File: config.mk
export PLATFORM = sky130hd
export DESIGN_NAME = mem_port_arbiter
export DESIGN_NICKNAME = d
export VERILOG_FILES = /design/src/rtl/mem_port_arbiter.sv
export SDC_FILE = /design/constraint.sdc
export NUM_CORES = 1
export LEC_CHECK = 0
export ABC_AREA = 1
export BUFFER_PORTS_ARGS = -buffer_cell sky130_fd_sc_hd__buf_2
export CAP_MARGIN = 20
export CORE_UTILIZATION = 42
export CTS_BUF_LIST = sky130_fd_sc_hd__clkbuf_8 sky130_fd_sc_hd__clkbuf_16
export DETAILED_ROUTE_END_ITERATION = 10
export PLACE_DENSITY = 0.84
export SLEW_MARGIN = 20
export SYNTH_ARGS = -nofsm -noshare
export SYNTH_HDL_FRONTEND = slang
export SYNTH_SLANG_ARGS = --single-unit
File: constraint.sdc
create_clock -name clk -period 4.4 [get_ports clk]
set_clock_uncertainty 0.2 [all_clocks]
set_input_delay 0.88 -clock clk [delete_from_list [all_inputs] [get_ports clk]]
set_output_delay 0.88 -clock clk [all_outputs]
set_load 0.02 [all_outputs]
File: src/rtl/mem_port_arbiter.sv
// rtl/mem_port_arbiter.sv - fetch/data arbiter onto one shared single-port memory (round-robin on conflict with MEM_ARB_RR_EN)
module mem_port_arbiter #(
    parameter int DATA_WIDTH = 32
) (
    input  logic                  clk,
    input  logic                  rst,
    input  logic                  i_req,
    input  logic [DATA_WIDTH-1:0] i_addr,
    input  logic                  d_req,
    input  logic                  d_we,
    input  logic [DATA_WIDTH-1:0] d_addr,
    input  logic [DATA_WIDTH-1:0] d_wdata,
    input  logic [2:0]            d_size,
    input  logic                  flush_i,
    output logic                  mem_req,
    output logic                  mem_we,
    output logic [DATA_WIDTH-1:0] mem_addr,
    output logic [DATA_WIDTH-1:0] mem_wdata,
    output logic [2:0]            mem_size,
    input  logic                  mem_ack,
    input  logic [DATA_WIDTH-1:0] mem_rdata,
    output logic                  i_ack,
    output logic                  d_ack,
    output logic [DATA_WIDTH-1:0] i_rdata,
    output logic [DATA_WIDTH-1:0] d_rdata,
    output logic                  i_stall,
    output logic                  d_stall
);

    typedef enum logic [1:0] {IDLE, BUSY, RESP} state_t;

    state_t state, state_nxt;
    logic   owner_d;
    logic   i_kill;
    logic   i_elig;
    logic   grant_valid;
    logic   grant_d;

    // A fetch is not eligible in a flush cycle: its address is already stale.
    assign i_elig      = i_req & ~flush_i;
    assign grant_valid = i_elig | d_req;

`ifdef MEM_ARB_RR_EN
    logic last_grant_d;

    assign grant_d = d_req & (~i_elig | ~last_grant_d);

    always_ff @(posedge clk or posedge rst) begin
        if (rst) begin
            last_grant_d <= 1'b0;
        end else if (state == IDLE && grant_valid) begin
            last_grant_d <= grant_d;
        end
    end
`else
    assign grant_d = d_req;
`endif

    always_ff @(posedge clk or posedge rst) begin
        if (rst) begin
            state <= IDLE;
        end else begin
            state <= state_nxt;
        end
    end

    always_comb begin
        state_nxt = state;
        case (state)
            IDLE:    if (grant_valid) state_nxt = BUSY;
            BUSY:    if (mem_ack) state_nxt = RESP;
            RESP:    state_nxt = IDLE;
            default: state_nxt = IDLE;
        endcase
    end

    always_ff @(posedge clk or posedge rst) begin
        if (rst) begin
            owner_d   <= 1'b0;
            i_kill    <= 1'b0;
            mem_we    <= 1'b0;
            mem_addr  <= '0;
            mem_wdata <= '0;
            mem_size  <= 3'b000;
            i_rdata   <= '0;
            d_rdata   <= '0;
        end else begin
            if (state == IDLE && grant_valid) begin
                owner_d   <= grant_d;
                i_kill    <= 1'b0;
                mem_we    <= grant_d ? d_we : 1'b0;
                mem_addr  <= grant_d ? d_addr : i_addr;
                mem_wdata <= grant_d ? d_wdata : '0;
                mem_size  <= grant_d ? d_size : 3'b010;
            end
            // A flushed fetch still finishes on the bus but its result is dropped.
            if (state == BUSY) begin
                if (!owner_d && flush_i) begin
                    i_kill <= 1'b1;
                end
                if (mem_ack) begin
                    if (owner_d) begin
                        d_rdata <= mem_rdata;
                    end else if (!i_kill && !flush_i) begin
                        i_rdata <= mem_rdata;
                    end
                end
            end
        end
    end

    always_comb begin
        mem_req = (state == BUSY);
        i_ack   = (state == RESP) & ~owner_d & ~i_kill & ~flush_i;
        d_ack   = (state == RESP) & owner_d;
    end

    assign i_stall = i_req & ~i_ack;
    assign d_stall = d_req & ~d_ack;

endmodule

---- Word-level counts from Yosys, hierarchy flattened ----
Cells that the tools add are included.
cells by class
  eq/ne operators ......................... 4
  muxes and demuxes ....................... 10
  bitwise operators ....................... 13
  reduce and logical (&&, ||, !) cells .... 10
operators by type and width
  kind                                                    number
  2-to-1 mux 32 bit                                       2
  AND 1 bit                                               7
  inverter 1 bit                                          5
  2-to-1 mux 1 bit                                        4
  2-to-1 mux 2 bit                                        2
  one-hot mux 2 bit (2 select lines)                      1
  AND reduction 4 bit                                     1
  logical AND 1 bit                                       3
  zero test 1 bit                                         3
  2-to-1 mux 3 bit                                        1
  AND reduction 3 bit                                     1
  equality test 2 x 1 -> 1 bit (second input constant)    1
  equality test 2 bit (second input constant)             1
  zero test 2 bit                                         1
  inequality test 2 x 1 -> 1 bit (second input constant)  1
  inequality test 2 bit (second input constant)           1
  AND reduction 2 bit                                     1
  bitwise OR 1 bit                                        1
word-level totals
  register bits after elaboration ......... 136
  bits of input ports ..................... 138
  output and inout bits ................... 137
  logic and storage cells ................. 46

---- Depth between registers and ports, before layout ----
Gate-level depths: netlist of the first run.
  depth after elaboration ................. 7
  mapped depth ............................ 8
  depth with buffers taken out ............ 6

---- Least setup slack after synthesis of the first run ----
OpenSTA, ideal clock, no wires.
  path type ............................... input to output
  start ................................... input d_req
  end ..................................... output d_stall
  arrival time ............................ 1.581 ns
  data required time ...................... 3.320 ns
  path slack .............................. 1.739 ns
  stages on the path ...................... 4
  buffers on the path ..................... 2
  cell sequence ........................... buf_2 -> clkbuf_1 -> o21ai_0 -> inv_1
on the way
  cells in the longest elaborated chain, start to end .. 1
ends and longest elaborated chain
  what         line  RTL
  from (decl)  9     input logic d_req,
  AND 1 bit    119   assign d_stall = d_req & ~d_ack;
  to (decl)    27    output logic d_stall
Every way passes these cells.

---- Worst setup path after layout of the first run ----
Same ends and word-level chain as after synthesis.

==> results of run 1 <==
Yosys cell counts (all sizes together):
| master | number |
|---|---|
| buf | 39 |
| clkbuf | 7 |
| clkinv | 1 |
| dfrtp | 136 |
| inv | 10 |
| nand2 | 367 |
| nand3 | 138 |
| nor2 | 7 |
| o211ai | 1 |
| o21ai | 2 |
| or2 | 2 |
flip-flops by register name (all words and copies together) (netlist names):
signal / cells
d_rdata: 32
i_rdata: 32
mem_addr: 32
mem_wdata: 32
mem_size: 3
state: 2
i_kill: 1
mem_we: 1
owner_d: 1
layout make-up:
| class | instances | area [µm²] | area share (%) |
|---|---|---|---|
| clock buffer | 17 | 425 | 5.44 |
| clock inverter | 14 | 111 | 1.42 |
| inverter | 11 | 45.0 | 0.576 |
| multi-input combinational | 517 | 2160 | 27.6 |
| sequential | 136 | 3400 | 43.5 |
| tap | 176 | 220 | 2.82 |
| timing repair buffer | 283 | 1450 | 18.6 |
per-stage QoR:
step	hold WS [ps]	std cells
CTS	268	1154
global route	282	1154
detailed placement	254	1123
floorplan	269	710
global placement	249	1123
finish	265	1154
worst reg2reg max path, stage by stage, from the launching register on:
cell and delay [ps]:
dfrtp_1 420, nor2_4 120, buf_4 360, nand3_2 680
buf_4 510, nand3_1 150, nand2_1 70
cells by family after synthesis:
kind of cell | count (synthesis)
compound gates | 3
flops | 136
buf+inv | 57
simple gates | 514
power by group:
part / total [mW] / internal (mW) / switching [mW] / leakage, nW
logic: 2.47 / 0.768 / 1.70 / 2.70
clock network: 1.29 / 0.766 / 0.526 / 0.262
registers: 2.16 / 1.83 / 0.326 / 1.72
cell usage in the layout (no fill, tap or decap):
master / instances
nor2_2: 1
inv_6: 1
clkinvlp_4: 5
buf_4: 8
buf_12: 1
nand2_1: 364
buf_2: 274
nand3_1: 137
clkinv_4: 1
inv_1: 5
bufinv_16: 1
o21ai_0: 1
nor2_1: 4
o211ai_1: 1
nand2_2: 3
or2_1: 1
dfrtp_1: 136
or2_2: 1
clkinv_2: 6
nor2_4: 2
clkbuf_16: 17
nand3_2: 1
o21ai_2: 1
inv_2: 5
clkinv_1: 1
metal layers:
metal / up-vias / GRT usage [%] / part of all wire, %
met2: 256 / 38.7 / 49
met3: 22 / 5.89 / 6.4
met1: 2660 / 29.5 / 42
met4: 0 / 8.75 / 1.8
met5: - / 0 / 0
li1: 2759 / - / -
path summary, 6_finish.rpt:
path	end	slack, ps
worst max-delay path	d_stall	1360
worst min-delay path	d_rdata[2]	270
worst max register to register	mem_addr[23]	1770
worst min register to register	d_rdata[2]	270
max in group asynchronous	d_rdata[22]	2790
min in group asynchronous	i_rdata[26]	350
==> results.py, run 1 <==
metrics = {
    "placed_design": {
        "port_buffers": 274,
        "dp_hpwl_um": 11400,
        "post-place-ws_ps": 1240,
        "routabilityCongestion": 0.817,
        "dpl-instance-area_um2": 7270,
    },
    "setup_path": {
        "cp-end-kind": "output port",
        "crit_path_frequent_cell": "buf_2",
        "cp_num_buf_inv": 3,
        "arrival_ps": 1960,
        "startpoint_type": "input pin",
        "slowest_stage": "buf_2",
        "required_ps": 3320,
        "path_cells": "buf_2 -> o21ai_0 -> inv_1 -> buf_2",
        "crit_family": "buffers and inverters",
        "timing.rr.start": "state[0]",
        "cp_max_fo": 35,
        "startpoint": "d_req",
        "rr_worst_depth": 6,
        "worst-path-stages": 4,
        "slowest_delay_ps": 510,
        "critPathKind": "input pin to output port",
    },
    "cts": {
        "htree_levels": 4,
        "clk_pin_slew_ps": 50,
        "cts_tree": "done",
        "clock_sinks": 136,
        "cts_setup_buffers": 0,
        "numCtsBuffers": 17,
        "clk_path_buf_depth": 2,
        "root_buffer": "clkbuf_16",
        "insertion_delay_ps": 410,
        "ctsHoldBuffers": 0,
        "cts_resized": 0,
    },
    "global_routing": {
        "grt_overflow": 0,
        "grt_pass1_wl_um": 26200,
        "grt.total_usage_pct": 23.4,
        "antenna_found_initial": 0,
        "grt_max_degree": 74,
        "grt_pass1_vias": 5308,
    },
    "power": {
        "p_leak_nw": 4.68,
        "max-vdd-ir-drop_v": 0.000310,
        "power.density_nw_per_um2": 757,
        "p_total_mw": 5.92,
    },
    "detailed_routing": {
        "dr.first_iter.drc_count": 461,
        "firstDrtPassIters": 5,
        "num_vias": 5697,
        "drc": 0,
        "drt_wl_total_um": 16400,
        "routedWlPerCell_um": 14.2,
        "via_per_inst": 4.94,
        "postRouteAntennaNets": 0,
    },
    "sta": {
        "slew_headroom_pct": 50.8,
        "fin_tns_setup_ps": 0,
        "hold_viol": 0,
        "worst_slew_pin_slew_ps": 739,
        "final.period_utilization_pct": 69.1,
        "max_freq_mhz": 329,
        "setup_slack_ps": 1360,
        "final_max_slew_viol_count": 0,
        "layout_min_cycle_time_ps": 3040,
        "setup_viol": 0,
        "rsz0062_at_grt": "no",
    },
    "yosys": {
        "syn_area_um2": 5810,
        "synthSimpleGateAreaFrac_pct": 36.6,
        "synth_top_family_by_area": "simple AND/OR/NAND/NOR gates",
        "syn_nets": 848,
        "netlist.area_leader.share_pct": 58.6,
        "synth_seq_cells": 136,
        "synth_cells": 710,
        "syn_avg_cell_area_um2": 8.18,
        "yosysUniqueCellTypes": 18,
        "yosys_warnings": 0,
        "synth_area_leaders": "dfrtp_1 (59%), nand2_1 (24%), nand3_1 (12%)",
        "yosysTopAreaCell": "dfrtp_1",
        "synth-compound-area-share_pct": 0.366,
        "synth_xor_area_share_pct": 0,
        "seq_area_frac_synth_pct": 58.6,
        "synthAdderAreaFrac_pct": 0,
        "synth_mux_area_share_pct": 0,
    },
    "status": {
        "status": "completed",
    },
    "floorplan": {
        "fp.dieH_um": 120,
        "fp-row-count": 42,
        "initial_core_util_pct": 43.5,
        "io_pins": 275,
        "die-area_um2": 14300,
        "coreArea_um2": 13300,
        "die_w_um": 120,
    },
    "min_path": {
        "hold_path_startpoint": "d_rdata[2]",
        "holdPathStages": 2,
        "hp-class": "flip-flop to flip-flop",
    },
    "layout": {
        "nets": 1104,
        "fin_area_um2": 7820,
        "utilization_pct": 58.5,
        "antenna_cells": 0,
        "syn_to_final_growth_pct": 34.6,
        "drive_gt1_share_pct": 33.5,
        "fill_cells": 1196,
    },
    "run": {
        "maxCapViolations": 0,
    },
}
Note: power is estimated with default switching activity, not from simulation.
==> run 2, diff against run 1 <==
--- a/config.mk
+++ b/config.mk
@@ -5,13 +5,13 @@
 export SDC_FILE = /design/constraint.sdc
 export NUM_CORES = 1
 export LEC_CHECK = 0
-export ABC_AREA = 1
+export ABC_AREA = 0
 export BUFFER_PORTS_ARGS = -buffer_cell sky130_fd_sc_hd__buf_2
 export CAP_MARGIN = 20
-export CORE_UTILIZATION = 42
+export CORE_UTILIZATION = 46
 export CTS_BUF_LIST = sky130_fd_sc_hd__clkbuf_8 sky130_fd_sc_hd__clkbuf_16
 export DETAILED_ROUTE_END_ITERATION = 10
-export PLACE_DENSITY = 0.84
+export PLACE_DENSITY = 0.88
 export SLEW_MARGIN = 20
 export SYNTH_ARGS = -nofsm -noshare
 export SYNTH_HDL_FRONTEND = slang
==> constraint.sdc (replaced) <==
create_clock -name clk -period 2.9 [get_ports clk]
set_clock_uncertainty 0.2 [all_clocks]
set_input_delay 0.58 -clock clk [delete_from_list [all_inputs] [get_ports clk]]
set_output_delay 0.58 -clock clk [all_outputs]
set_load 0.02 [all_outputs]
==> results.py, run 2 <==
metrics = {
    "global_routing": {
        "grt.total_usage_pct": 22.9,
        "grt_pass1_wl_um": 21800,
        "grt_overflow": 0,
        "grt_pass1_vias": 4175,
        "antenna_found_initial": 3,
        "grt_max_degree": 137,
    },
    "layout": {
        "nets": 759,
        "utilization_pct": 65.7,
        "fill_cells": 869,
        "final_common_cell": "buf_2",
        "drive_gt1_share_pct": 70.0,
        "final_cell_mix": "buf_2 (274), dfrtp_1 (136), mux2_2 (96)",
        "syn_to_final_growth_pct": 36.8,
        "fin_area_um2": 7630,
        "finalNonFillerCells": 779,
    },
    "yosys": {
        "synth_cells": 343,
        "netlist.area_leader.share_pct": 61.0,
        "synth_area_leaders": "dfrtp_1 (61%), mux2_2 (19%), mux2_4 (8.6%)",
        "syn_avg_cell_area_um2": 16.3,
        "syn_nets": 481,
        "ys.flop_type": "dfrtp_1",
        "syn_area_um2": 5580,
        "async_flop_share_pct": 100,
        "synthTopCellsByCount": "dfrtp_1 (136), mux2_2 (96), a22o_1 (35)",
        "yosys_warnings": 0,
        "synth_edf_count": 0,
        "synth_seq_cells": 136,
        "yosysUniqueCellTypes": 22,
        "seq_area_frac_synth_pct": 61.0,
        "synth_most_common_cell": "dfrtp_1",
        "yosysTopAreaCell": "dfrtp_1",
    },
    "placed_design": {
        "dp.cells": 745,
        "port_buffers": 274,
        "dp_hpwl_um": 9960,
        "post-place-ws_ps": 656,
        "routabilityCongestion": 0.796,
        "dpl-instance-area_um2": 7070,
    },
    "cts": {
        "cts_setup_buffers": 0,
        "htree_levels": 4,
        "clock_sinks": 136,
        "numCtsBuffers": 17,
        "cts_resized": 0,
        "ctsHoldBuffers": 0,
        "clk_pin_slew_ps": 50,
        "cts_tree": "done",
        "insertion_delay_ps": 410,
        "clk_path_buf_depth": 2,
        "root_buffer": "clkbuf_16",
    },
    "setup_path": {
        "required_ps": 2120,
        "cp_max_fo": 4,
        "startpoint_type": "flip-flop",
        "r2r_slack_ps": 960,
        "critPathKind": "flip-flop to output port",
        "cp-end-kind": "output port",
        "arrival_ps": 1640,
    },
    "sta": {
        "fin_tns_setup_ps": 0,
        "worst_slew_pin_slew_ps": 709,
        "setup_slack_ps": 477,
        "final_max_slew_viol_count": 0,
        "whs_ps": 182,
        "max_freq_mhz": 413,
        "final.period_utilization_pct": 83.6,
        "slew_headroom_pct": 52.7,
        "layout_min_cycle_time_ps": 2420,
        "setup_viol": 0,
        "rsz0062_at_grt": "no",
        "hold_viol": 0,
    },
    "floorplan": {
        "coreArea_um2": 11600,
        "die_w_um": 112,
        "fp.dieH_um": 112,
        "die-area_um2": 12600,
        "initial_core_util_pct": 48.1,
        "io_pins": 275,
        "fp-row-count": 39,
    },
    "status": {
        "violations": "design-rule violations",
        "status": "finished with violations",
    },
    "min_path": {
        "hp-class": "input pin to flip-flop",
    },
    "power": {
        "power.density_nw_per_um2": 1240,
        "p_total_mw": 9.43,
        "max-vdd-ir-drop_v": 0.000779,
        "p_leak_nw": 4.01,
    },
    "run": {
        "maxCapViolations": 0,
    },
    "detailed_routing": {
        "drt_wl_total_um": 13800,
        "dr.first_iter.drc_count": 277,
        "via_per_inst": 5.05,
        "routedWlPerCell_um": 17.7,
        "firstDrtPassIters": 7,
        "drc": 15,
        "num_vias": 3937,
        "postRouteAntennaNets": 0,
    },
}
==> run 2: final cells by class <==
class	instances	area [µm²]	share of cell area, %
antenna	2	5.00	0.0656
clock buffer	18	439	5.75
clock inverter	14	118	1.54
inverter	5	22.5	0.295
multi-input combinational	181	2030	26.5
sequential	136	3400	44.6
tap	143	179	2.34
timing repair buffer	280	1440	18.9
==> run 2: cells by family (layout without fill, tap and decap cells) <==
logic type / after synthesis / in the layout / synth area share (%)
mux: 128 / 128 / 28.0
buf+inv: 26 / 317 / 2.85
compound gates: 40 / 40 / 6.21
simple gates: 13 / 13 / 1.99
other cells: 0 / 2 / 0
flops: 136 / 136 / 61.0
==> run 2: path summary, 6_finish.rpt <==
| check | from | endpoint | cells past startpoint |
|---|---|---|---|
| max in group asynchronous | rst | mem_addr[5] | 3 |
| min in group asynchronous | rst | i_rdata[7] | 3 |
| min | d_wdata[28] | mem_wdata[28] | 2 |
| max reg2reg | state[0] | i_rdata[31] | 4 |
| max | owner_d | d_stall | 4 |
| min reg2reg | mem_addr[23] | mem_addr[23] | 1 |
==> run 2: critical path: stages, from the launching register on <==
cell	delay, ps
dfrtp_1	440
inv_1	90
nor3b_1	440
nor2b_1	90
buf_2	170
==> run 2: layer usage <==
| metal | track usage [%] | vias to the layer above | share of wire [%] |
|---|---|---|---|
| met5 | 0 | - | 0.094 |
| li1 | - | 1804 | - |
| met4 | 10.8 | 2 | 1.8 |
| met3 | 6.26 | 20 | 5.5 |
| met1 | 27.5 | 1936 | 40 |
| met2 | 38.3 | 175 | 53 |
==> run 2: where the power goes <==
part | internal (mW) | switching, mW
logic | 1.77 | 2.27
clock network | 1.26 | 0.749
registers | 2.86 | 0.535
total | 5.88 | 3.55
==> run 3, diff against run 2 <==
==> constraint.sdc (replaced) <==
create_clock -name clk -period 2.3 [get_ports clk]
set_clock_uncertainty 0.2 [all_clocks]
set_input_delay 0.46 -clock clk [delete_from_list [all_inputs] [get_ports clk]]
set_output_delay 0.46 -clock clk [all_outputs]
set_load 0.02 [all_outputs]
==> results.py, run 3 (synthesized netlist as in run 2, its figures left out) <==
metrics = {
    "cts": {
        "root_buffer": "clkbuf_16",
        "clk_path_buf_depth": 2,
        "clk_pin_slew_ps": 60,
        "insertion_delay_ps": 400,
        "numCtsBuffers": 17,
        "cts_tree": "done",
        "htree_levels": 4,
        "cts_setup_buffers": 0,
        "clock_sinks": 136,
    },
    "layout": {
        "nets": 763,
        "utilization_pct": 66.6,
        "finalNonFillerCells": 782,
        "drive_gt1_share_pct": 70.7,
        "fill_cells": 840,
        "syn_to_final_growth_pct": 38.6,
        "final_cell_mix": "buf_2 (274), dfrtp_1 (136), mux2_2 (96)",
        "final_common_cell": "buf_2",
    },
    "sta": {
        "rsz0062_at_grt": "no",
        "worst_slew_pin_slew_ps": 619,
        "setup_viol": 0,
        "fin_tns_setup_ps": 0,
        "layout_min_cycle_time_ps": 2220,
        "max_freq_mhz": 451,
        "setup_slack_ps": 83.6,
        "whs_ps": 69.4,
        "slew_headroom_pct": 58.7,
        "hold_viol": 0,
        "final_max_slew_viol_count": 0,
        "final.period_utilization_pct": 96.4,
    },
    "status": {
        "violations": "design-rule violations",
        "status": "finished with violations",
    },
    "power": {
        "max-vdd-ir-drop_v": 0.000924,
        "p_leak_nw": 4.02,
        "power.density_nw_per_um2": 1560,
        "switching_share_pct": 38.0,
        "pwr-share-comb_pct": 42.8,
        "power.internal_mw": 7.47,
        "seqPwrFrac_pct": 35.7,
        "p_clk_share_pct": 21.6,
        "p_sw_mw": 4.57,
    },
    "min_path": {
        "hp-class": "input pin to flip-flop",
    },
    "detailed_routing": {
        "drc": 15,
        "firstDrtPassIters": 7,
        "dr.first_iter.drc_count": 184,
        "postRouteAntennaNets": 0,
        "routedWlPerCell_um": 17.8,
        "num_vias": 3957,
        "drt_wl_total_um": 13900,
        "via_per_inst": 5.06,
    },
    "placed_design": {
        "routabilityCongestion": 0.857,
        "dp_hpwl_um": 10000,
        "post-place-ws_ps": 303,
        "dp.cells": 748,
        "port_buffers": 274,
    },
    "global_routing": {
        "grt_pass1_vias": 4257,
        "grtUsageMet1_pct": 27.1,
        "grt.total_usage_pct": 22.8,
        "antenna_found_initial": 1,
        "grt_pass1_wl_um": 21900,
        "grt-busiest-layer": "met2",
        "gr-usage-met2_pct": 40.2,
        "gr-usage-met3_pct": 5.94,
        "grt_overflow": 0,
        "grt_max_degree": 76,
    },
    "setup_path": {
        "critPathKind": "flip-flop to output port",
        "startpoint_type": "flip-flop",
        "arrival_ps": 1560,
        "cp_max_fo": 4,
        "required_ps": 1640,
        "cp-end-kind": "output port",
    },
    "floorplan": {
        "io_pins": 275,
        "fp-row-count": 39,
        "initial_core_util_pct": 48.1,
        "fp.dieH_um": 112,
        "coreArea_um2": 11600,
        "die_w_um": 112,
        "die-area_um2": 12600,
    },
    "run": {
        "maxCapViolations": 0,
    },
}
## run 3: cell types whose count changed in the layout (fill, tap and decap cells not counted), moves of 2 or more
cell and change:
clkinv_2 -5, clkinv_4 +2, clkbuf_8 +3, buf_12 +3
inv_1 -3, clkinvlp_4 +4
## run 3: metrics by stage
stage               power [mW]  instance area, µm²
global route              12.6                7740
global placement          9.25                7130
finish                    12.0                7740
CTS                       12.1                7720
floorplan                 7.59                5590
detailed placement        9.45                7130
## run 3: cell type report
type,instances,area (µm²),share of cell area [%]
antenna,1,2.50,0.0323
clock buffer,21,480,6.21
clock inverter,11,98.8,1.28
inverter,5,22.5,0.291
multi-input combinational,181,2040,26.3
sequential,136,3400,44.0
tap,143,179,2.31
timing repair buffer,284,1510,19.5
## run 3: path summary, 6_finish.rpt
kind                             start             to  slack (ps)  cells past startpoint
setup / recovery               owner_d        i_stall          80                      4
hold / removal             d_wdata[18]  mem_wdata[18]          70                      2
setup reg to reg              state[0]    i_rdata[31]         340                      4
hold reg to reg             d_rdata[5]     d_rdata[5]         300                      1
max in group asynchronous          rst  mem_wdata[22]        1040                      4
min in group asynchronous          rst     d_rdata[6]         520                      4
## run 3: worst max-delay path, cell delays in order, from the launching register on
cell and delay [ps]:
dfrtp_1 470, nor3_4 70, and3b_2 240, nor2b_1 180, buf_2 200
## run 3: timing repair
item,in CTS,in global routing
pin swaps,0,1
gates resized for setup,0,2
hold buffers,1,0
endpoints found under the setup margin,1,3
hold endpoints to repair,72,0
## run 3: power groups by stage
stage	clock network [mW]	logic (mW)	registers (mW)
2_1_floorplan	0	1.92	5.67
3_3_place_gp	0	5.03	4.21
3_5_place_dp	0	5.19	4.26
4_1_cts	2.65	5.20	4.28
5_1_grt	2.76	5.43	4.42
6_report	2.60	5.15	4.29
## run 3: routing by layer
layer	vias to the layer above	routed length (µm)
li1	1806	-
met1	1965	5610
met2	172	7350
met3	14	809
met4	0	159
met5	-	0
